--- src/rtl/instr_prefetch_queue.sv ---
// instr_prefetch_queue: sequential instruction prefetch buffer with redirect flush.
// Optional macro PREFETCH_BYPASS_EN forwards a response straight to the head when empty.
module instr_prefetch_queue #(
  parameter int          DEPTH    = 4,
  parameter logic [31:0] RESET_PC = 32'h0000_0000
) (
  input  logic        clk,
  input  logic        rst,
  input  logic        redirect,
  input  logic [31:0] redirect_pc,
  input  logic        stall,
  output logic        instr_valid,
  output logic [31:0] instr,
  output logic [31:0] instr_pc,
  output logic [31:0] instr_pc4,
  output logic        mem_req,
  output logic [31:0] mem_addr,
  input  logic        mem_gnt,
  input  logic        mem_rvalid,
  input  logic [31:0] mem_rdata
);

  localparam int PW = (DEPTH > 1) ? $clog2(DEPTH) : 1;
  localparam int CW = $clog2(DEPTH + 1) + 1;
  localparam int OW = CW + 2;
  localparam logic [31:0] NOP = 32'h0000_0013;

  logic [31:0]   qInstr [DEPTH];
  logic [31:0]   qPc    [DEPTH];
  logic [PW-1:0] rdPtr;
  logic [PW-1:0] wrPtr;
  logic [CW-1:0] count;
  logic [CW-1:0] liveCnt;
  logic [CW-1:0] dropCnt;
  logic [OW-1:0] occ;
  logic [31:0]   reqAddr;
  logic [31:0]   addrHold;
  logic [31:0]   pcTrk;
  logic [31:0]   redirAddr;
  logic          reqPend;
  logic          staleReq;
  logic          gnt;
  logic          rspKeep;
  logic          rspDrop;
  logic          push;
  logic          pop;
  logic          bypass;
  logic          empty;

  // Request issue, response classification and head presentation.
  always_comb begin
    redirAddr = redirect_pc & ~32'h3;
    empty     = (count == '0);
    occ       = OW'(count) + OW'(liveCnt) + OW'(dropCnt);
    mem_req   = !rst && (reqPend || (occ < OW'(DEPTH)));
    mem_addr  = reqPend ? addrHold : reqAddr;
    gnt       = mem_req && mem_gnt;
    rspDrop   = mem_rvalid && (dropCnt != '0);
    rspKeep   = mem_rvalid && (dropCnt == '0);
    bypass    = 1'b0;
`ifdef PREFETCH_BYPASS_EN
    bypass    = empty && rspKeep && !redirect && !rst;
`endif
    instr_valid = !empty || bypass;
    instr       = bypass ? mem_rdata : qInstr[rdPtr];
    instr_pc    = bypass ? pcTrk : qPc[rdPtr];
    instr_pc4   = instr_pc + 32'd4;
    pop  = !empty && !stall && !redirect;
    push = rspKeep && !redirect && !(bypass && !stall);
  end

  // In-order instruction queue storage and pointers.
  always_ff @(posedge clk) begin
    if (rst) begin
      rdPtr <= '0;
      wrPtr <= '0;
      count <= '0;
      for (int i = 0; i < DEPTH; i++) begin
        qInstr[i] <= NOP;
        qPc[i]    <= RESET_PC;
      end
    end else if (redirect) begin
      rdPtr <= '0;
      wrPtr <= '0;
      count <= '0;
    end else begin
      if (push) begin
        qInstr[wrPtr] <= mem_rdata;
        qPc[wrPtr]    <= pcTrk;
        wrPtr         <= wrPtr + PW'(1);
      end
      if (pop) begin
        rdPtr <= rdPtr + PW'(1);
      end
      count <= count + CW'(push) - CW'(pop);
    end
  end

  // Outstanding-request bookkeeping, fetch address and PC tracker.
  always_ff @(posedge clk) begin
    if (rst) begin
      liveCnt  <= '0;
      dropCnt  <= '0;
      staleReq <= 1'b0;
      reqPend  <= 1'b0;
      reqAddr  <= RESET_PC;
      addrHold <= RESET_PC;
      pcTrk    <= RESET_PC;
    end else begin
      reqPend  <= mem_req && !mem_gnt;
      addrHold <= mem_addr;
      if (redirect) begin
        liveCnt  <= '0;
        dropCnt  <= liveCnt + dropCnt + CW'(gnt) - CW'(mem_rvalid);
        staleReq <= mem_req && !mem_gnt;
        reqAddr  <= redirAddr;
        pcTrk    <= redirAddr;
      end else begin
        liveCnt <= liveCnt + CW'(gnt && !staleReq) - CW'(rspKeep);
        dropCnt <= dropCnt + CW'(gnt && staleReq) - CW'(rspDrop);
        if (gnt) begin
          staleReq <= 1'b0;
        end
        if (gnt && !staleReq) begin
          reqAddr <= reqAddr + 32'd4;
        end
        if (rspKeep) begin
          pcTrk <= pcTrk + 32'd4;
        end
      end
    end
  end

endmodule

--- config.mk ---
export PLATFORM = sky130hd
export DESIGN_NAME = instr_prefetch_queue
export DESIGN_NICKNAME = d
export VERILOG_FILES = /design/src/rtl/instr_prefetch_queue.sv
export SDC_FILE = /design/constraint.sdc
export NUM_CORES = 1
export LEC_CHECK = 0
export ABC_AREA = 1
export BUFFER_PORTS_ARGS = -buffer_cell sky130_fd_sc_hd__buf_4
export CORE_UTILIZATION = 60
export CTS_CLUSTER_DIAMETER = 40
export DETAILED_ROUTE_END_ITERATION = 8
export PLACE_DENSITY = 0.83
export RECOVER_POWER = 100
export REMOVE_ABC_BUFFERS = 1
export SYNTH_ARGS = -nofsm -noshare
export SYNTH_HDL_FRONTEND = slang
export SYNTH_SLANG_ARGS = --single-unit
export TNS_END_PERCENT = 50
--- constraint.sdc ---
create_clock -name clk -period 10.2 [get_ports clk]
set_clock_uncertainty 0.2 [all_clocks]
set_input_delay 0.51 -clock clk [delete_from_list [all_inputs] [get_ports clk]]
set_output_delay 0.51 -clock clk [all_outputs]
set_load 0.005 [all_outputs]
==> Yosys cells after proc, flatten, opt, wreduce, memory -nomap -nowiden <==
Memory sizes are Yosys's and may differ from the RTL's. A register that Yosys moved wholly into a read port is not among the register bits.
Index checks and enable logic that the tools add are counted.
{ "totals": {"wordCells": 81, "regBits": 114, "out_inout_bits": 130, "mem_bits_rw": 256, "n_memories": 2} }
{ "memory_table": {"columns": ["name", "words", "width", "read_ports", "rd_ports_with_merged_regs", "wr", "line", "source"], "rows": [
  ["qInstr", 4, 32, 1, 1, 4, "28", "logic [31:0] qInstr [DEPTH];"],
  ["qPc", 4, 32, 1, 1, 4, "29", "logic [31:0] qPc [DEPTH];"]
]} }
{ "op_classes": {"magnitude_cmp": 1, "n_reduce_logical": 26, "n_mux": 24, "n_addsub": 16} }
{ "op_table": {"columns": ["op", "count"], "rows": [
  ["32-bit 2-to-1 mux", 7],
  ["32-bit by 3-bit adder with 32-bit output (second input constant)", 3],
  ["32-bit OR reduction", 2],
  ["4-bit by 1-bit adder with 4-bit output", 4],
  ["4-bit by 1-bit subtractor with 4-bit output", 4],
  ["2-bit 2-to-1 mux", 6],
  ["1-bit logical AND", 10],
  ["1-bit 2-to-1 mux", 10],
  ["4-bit zero test", 2],
  ["5-bit by 4-bit adder with 6-bit output", 1],
  ["1-bit zero test", 6],
  ["6-bit by 3-bit less-than comparator with 1-bit output (second input constant)", 1],
  ["2-bit nonzero test", 3],
  ["4-bit by 4-bit adder with 5-bit output", 1],
  ["2-bit by 1-bit adder with 2-bit output (second input constant)", 2],
  ["4-bit adder", 1],
  ["4-bit 2-to-1 mux", 1],
  ["4-bit nonzero test", 1],
  ["2-bit OR reduction", 1],
  ["1-bit logical OR", 1]
]} }

==> Logic depth before layout (Yosys ltp) <==
{ "depth": {"ltp_word": 10, "ltp_mapped": 22, "depth_no_buf": 22} }

==> Worst setup path before layout <==
No wires, ideal clock.
{ "synth_timing": {"kind": "reg2reg", "startpoint": "register dropCnt[2]", "endpoint": "memory qInstr[3][0], enable pin", "path_buffers": 0, "slack_ns": 3.680, "arrival_ns": 5.746, "stages_incl_launch_ff": 9, "period_less_slack_ns": 6.520, "t_required_ns": 9.426, "path_cell_list": "dfxtp_1 -> inv_1 -> ha_1 -> nand2_1 -> nor2_1 -> nand2_1 -> nor2_1 -> inv_1 -> o31ai_1"} }
{ "synth_rtl": {"columns": ["element", "line", "source"], "rows": [
  ["from (decl)", "34", "logic [CW-1:0] dropCnt;"],
  ["from (signal assigned)", "114", "dropCnt <= liveCnt + dropCnt + CW'(gnt) - CW'(mem_rvalid);"],
  ["from (signal assigned)", "120", "dropCnt <= dropCnt + CW'(gnt && staleReq) - CW'(rspDrop);"],
  ["to (decl)", "28", null]
]} }

==> flow_metrics.py <==
metrics = {
    "global_route": {
        "antenna_found_initial": 0,
        "grt_pass1_vias": 14900,
        "gr-usage-all-layers_pct": 30.5,
        "overflow": 0,
        "grt_first_pass_wirelength_um": 74500,
        "grt_max_degree": 124,
    },
    "cells_and_area": {
        "diodes": 0,
        "finalNonFillerCells": 2626,
        "final_cell_mix": "376 x nor2_1, 376 x nand2_1, 248 x edfxtp_1",
        "drive_gt1_share_pct": 13.9,
        "areaGrowthSynthToFinish_pct": 15.5,
        "fin_util_pct": 70.4,
        "nets": 2306,
    },
    "cts": {
        "cts_tree": "built",
        "post_cts_buffers": 0,
        "cts_sinks": 360,
        "cts_max_level": 2,
        "cts_buffers": 45,
        "insertion_delay_ns": 0.54,
        "cts_max_path_buffers": 3,
        "clk_pin_slew_ns": 0.06,
        "cts-root-buf": "clkbuf_16",
    },
    "routing": {
        "drt-total-wl_um": 47100,
        "via_per_inst": 5.81,
        "vias": 15300,
        "detail_route.wl_per_cell_um": 17.9,
        "ant_nets": 0,
        "drc": 0,
        "firstDrtPassIters": 6,
        "drt_iter0_drc": 1629,
    },
    "flow_run": {
        "maxCapViolations": 6,
    },
    "timing": {
        "min_period_ns": 7.37,
        "hold_viol": 0,
        "layout_setup_ws_ns": 2.83,
        "timing.hold.ws_ns": 0.0557,
        "max_freq_ghz": 0.136,
        "finalCritPeriodShare_pct": 72.2,
        "timing.slew.headroom_pct": -182,
        "tns_ns": 0,
        "setup_violations": 0,
        "rsz0062_at_grt": "no",
        "slew_viol_final": 300,
        "worst_pin_slew_ns": 4.23,
    },
    "critical_path": {
        "worstSetupEndpointType": "primary output",
        "r2r_slack_ns": 3.82,
        "startpoint_type": "register",
        "critPathRequiredTime_ns": 9.49,
        "cp.arrival_ns": 6.66,
        "crit_type": "register to primary output",
        "crit_fanout": 56,
    },
    "synthesis": {
        "seq_area_frac_synth_pct": 53.5,
        "async_flop_share_pct": 0,
        "ys_warn_count": 0,
        "synth.avg_cell_area_um2": 8.84,
        "synthCells": 2050,
        "syn_area_um2": 18100,
        "synth_edf_count": 248,
        "synth_seq_cells": 360,
        "synth.distinct_cells": 53,
        "synth_ff_type": "edfxtp_1",
    },
    "floorplan": {
        "dieWidth_um": 176,
        "fp.dieH_um": 176,
        "pin_count": 200,
        "rows": 63,
        "coreArea_um2": 29700,
        "die_area_um2": 30900,
        "start_util_pct": 61.0,
    },
    "placement": {
        "gp_congestion": 0.937,
        "hpwlAfterDp_um": 29600,
        "post-place-cells": 2544,
        "port_buffers": 193,
        "place_ws_ns": 5.46,
    },
    "min_path": {
        "hold_path_class": "primary input to register",
    },
    "power": {
        "max-vdd-ir-drop_uv": 156,
        "power.density_nw_per_um2": 193,
        "leakage_nw": 8.39,
    },
    "run_status": {
        "outcome": "finished, violations left",
        "violations": "capacitance limit, slew limit",
    },
}
[cells by family (layout without fill, tap and decap cells)]
logic type / Yosys count / in the layout / synth area share (%)
AO/OA/AOI/OAI: 333 / 333 / 11.5
flip-flops: 360 / 360 / 53.5
adder cells (fa/ha/maj): 34 / 34 / 2.68
AND/OR/NAND/NOR: 936 / 936 / 21.6
other: 1 / 4 / 0.0207
XOR/XNOR: 65 / 65 / 3.14
buffers and inverters: 321 / 504 / 7.57
[path summary, 6_finish.rpt]
kind | from | cells past startpoint | to
worst max-delay path | register | 14 | instr_pc4[23]
worst min-delay path | redirect_pc[29] | 3 | reqAddr[29]
worst max register to register | dropCnt[2] | 10 | qPc[3][23]
worst min register to register | addrHold[1] | 2 | addrHold[1]
[through the flow]
step | power, mW | cell area (um2)
final | 4.04 | 20900
after global routing | 4.18 | 20900
after CTS | 4.05 | 21200
after detailed placement | 2.41 | 19700
after global placement | 2.39 | 19700
after floorplan | 2.14 | 17600
[final cells by class]
cell class / instances / area (um2)
Sequential cell: 360 / 9690
Fill cell: 2223 / 8790
Multi-Input combinational cell: 1372 / 6850
Timing Repair Buffer: 211 / 1540
Clock buffer: 53 / 1190
Inverter: 212 / 801
Tap cell: 390 / 488
Clock inverter: 28 / 378
[synth_stat cells (4+ instances only)]
cell type	count	area (um2)
xor2_1	50	438
buf_1	8	30.0
inv_1	196	736
nand2_1	373	1400
nand2_2	13	81.3
a31oi_1	36	225
nor2_1	367	1380
o211ai_1	4	30.0
dfxtp_1	112	2240
a21oi_1	84	420
buf_6	13	146
o22ai_1	36	225
o22ai_2	6	75.1
inv_2	13	48.8
ha_1	26	325
nand3_1	51	255
nor2_2	14	87.6
buf_2	13	65.1
a32oi_4	5	138
buf_4	7	52.6
nor4_1	8	50.1
nor3_1	57	285
clkbuf_1	66	248
xnor2_1	15	131
fa_1	8	160
a32oi_2	8	130
and2_1	5	31.3
edfxtp_1	248	7450
nand3b_1	5	37.5
o21ai_0	136	681
nand4_1	30	188
[power by group]
part,switching (mW),internal [mW]
Clock,0.634,1.02
Sequential,0.0628,1.66
Combinational,0.416,0.236
Total,1.11,2.92
[worst max-delay path: stages (launching register included)]
cell and delay, ns:
dfxtp_1 0.29, buf_4 0.25, inv_1 0.55, clkbuf_1 2.01
o21ai_0 0.45, o22ai_1 0.90, nand2_4 0.09, nor2_1 0.25
nand2_1 0.18, nor2_1 0.22, nand2_2 0.10, nor2_1 0.23
nand2_1 0.10, xor2_1 0.26, clkbuf_4 0.20
[layer usage]
layer / share of wire (%) / vias to the layer above / global-route usage [%]
met5: 0 / - / 0
met4: 2.6 / 0 / 11.1
met3: 8.1 / 112 / 3.83
met2: 49 / 806 / 52.5
met1: 40 / 7207 / 39.4
li1: - / 7141 / -
[registers in the layout, summed over array words and instances (netlist names), named ones only]
signal    flops
addrHold     32
count         4
dropCnt       4
liveCnt       4
pcTrk        30
qInstr      128
qPc         120
rdPtr         2
reqAddr      30
reqPend       1
staleReq      1
wrPtr         2
[timing repair]
item / 4_1_cts / 5_1_grt
hold buffers: 1 / 0
hold endpoints to repair: 1 / 0
gates resized for setup: 0 / 0
(Power assumes the default switching activity.)
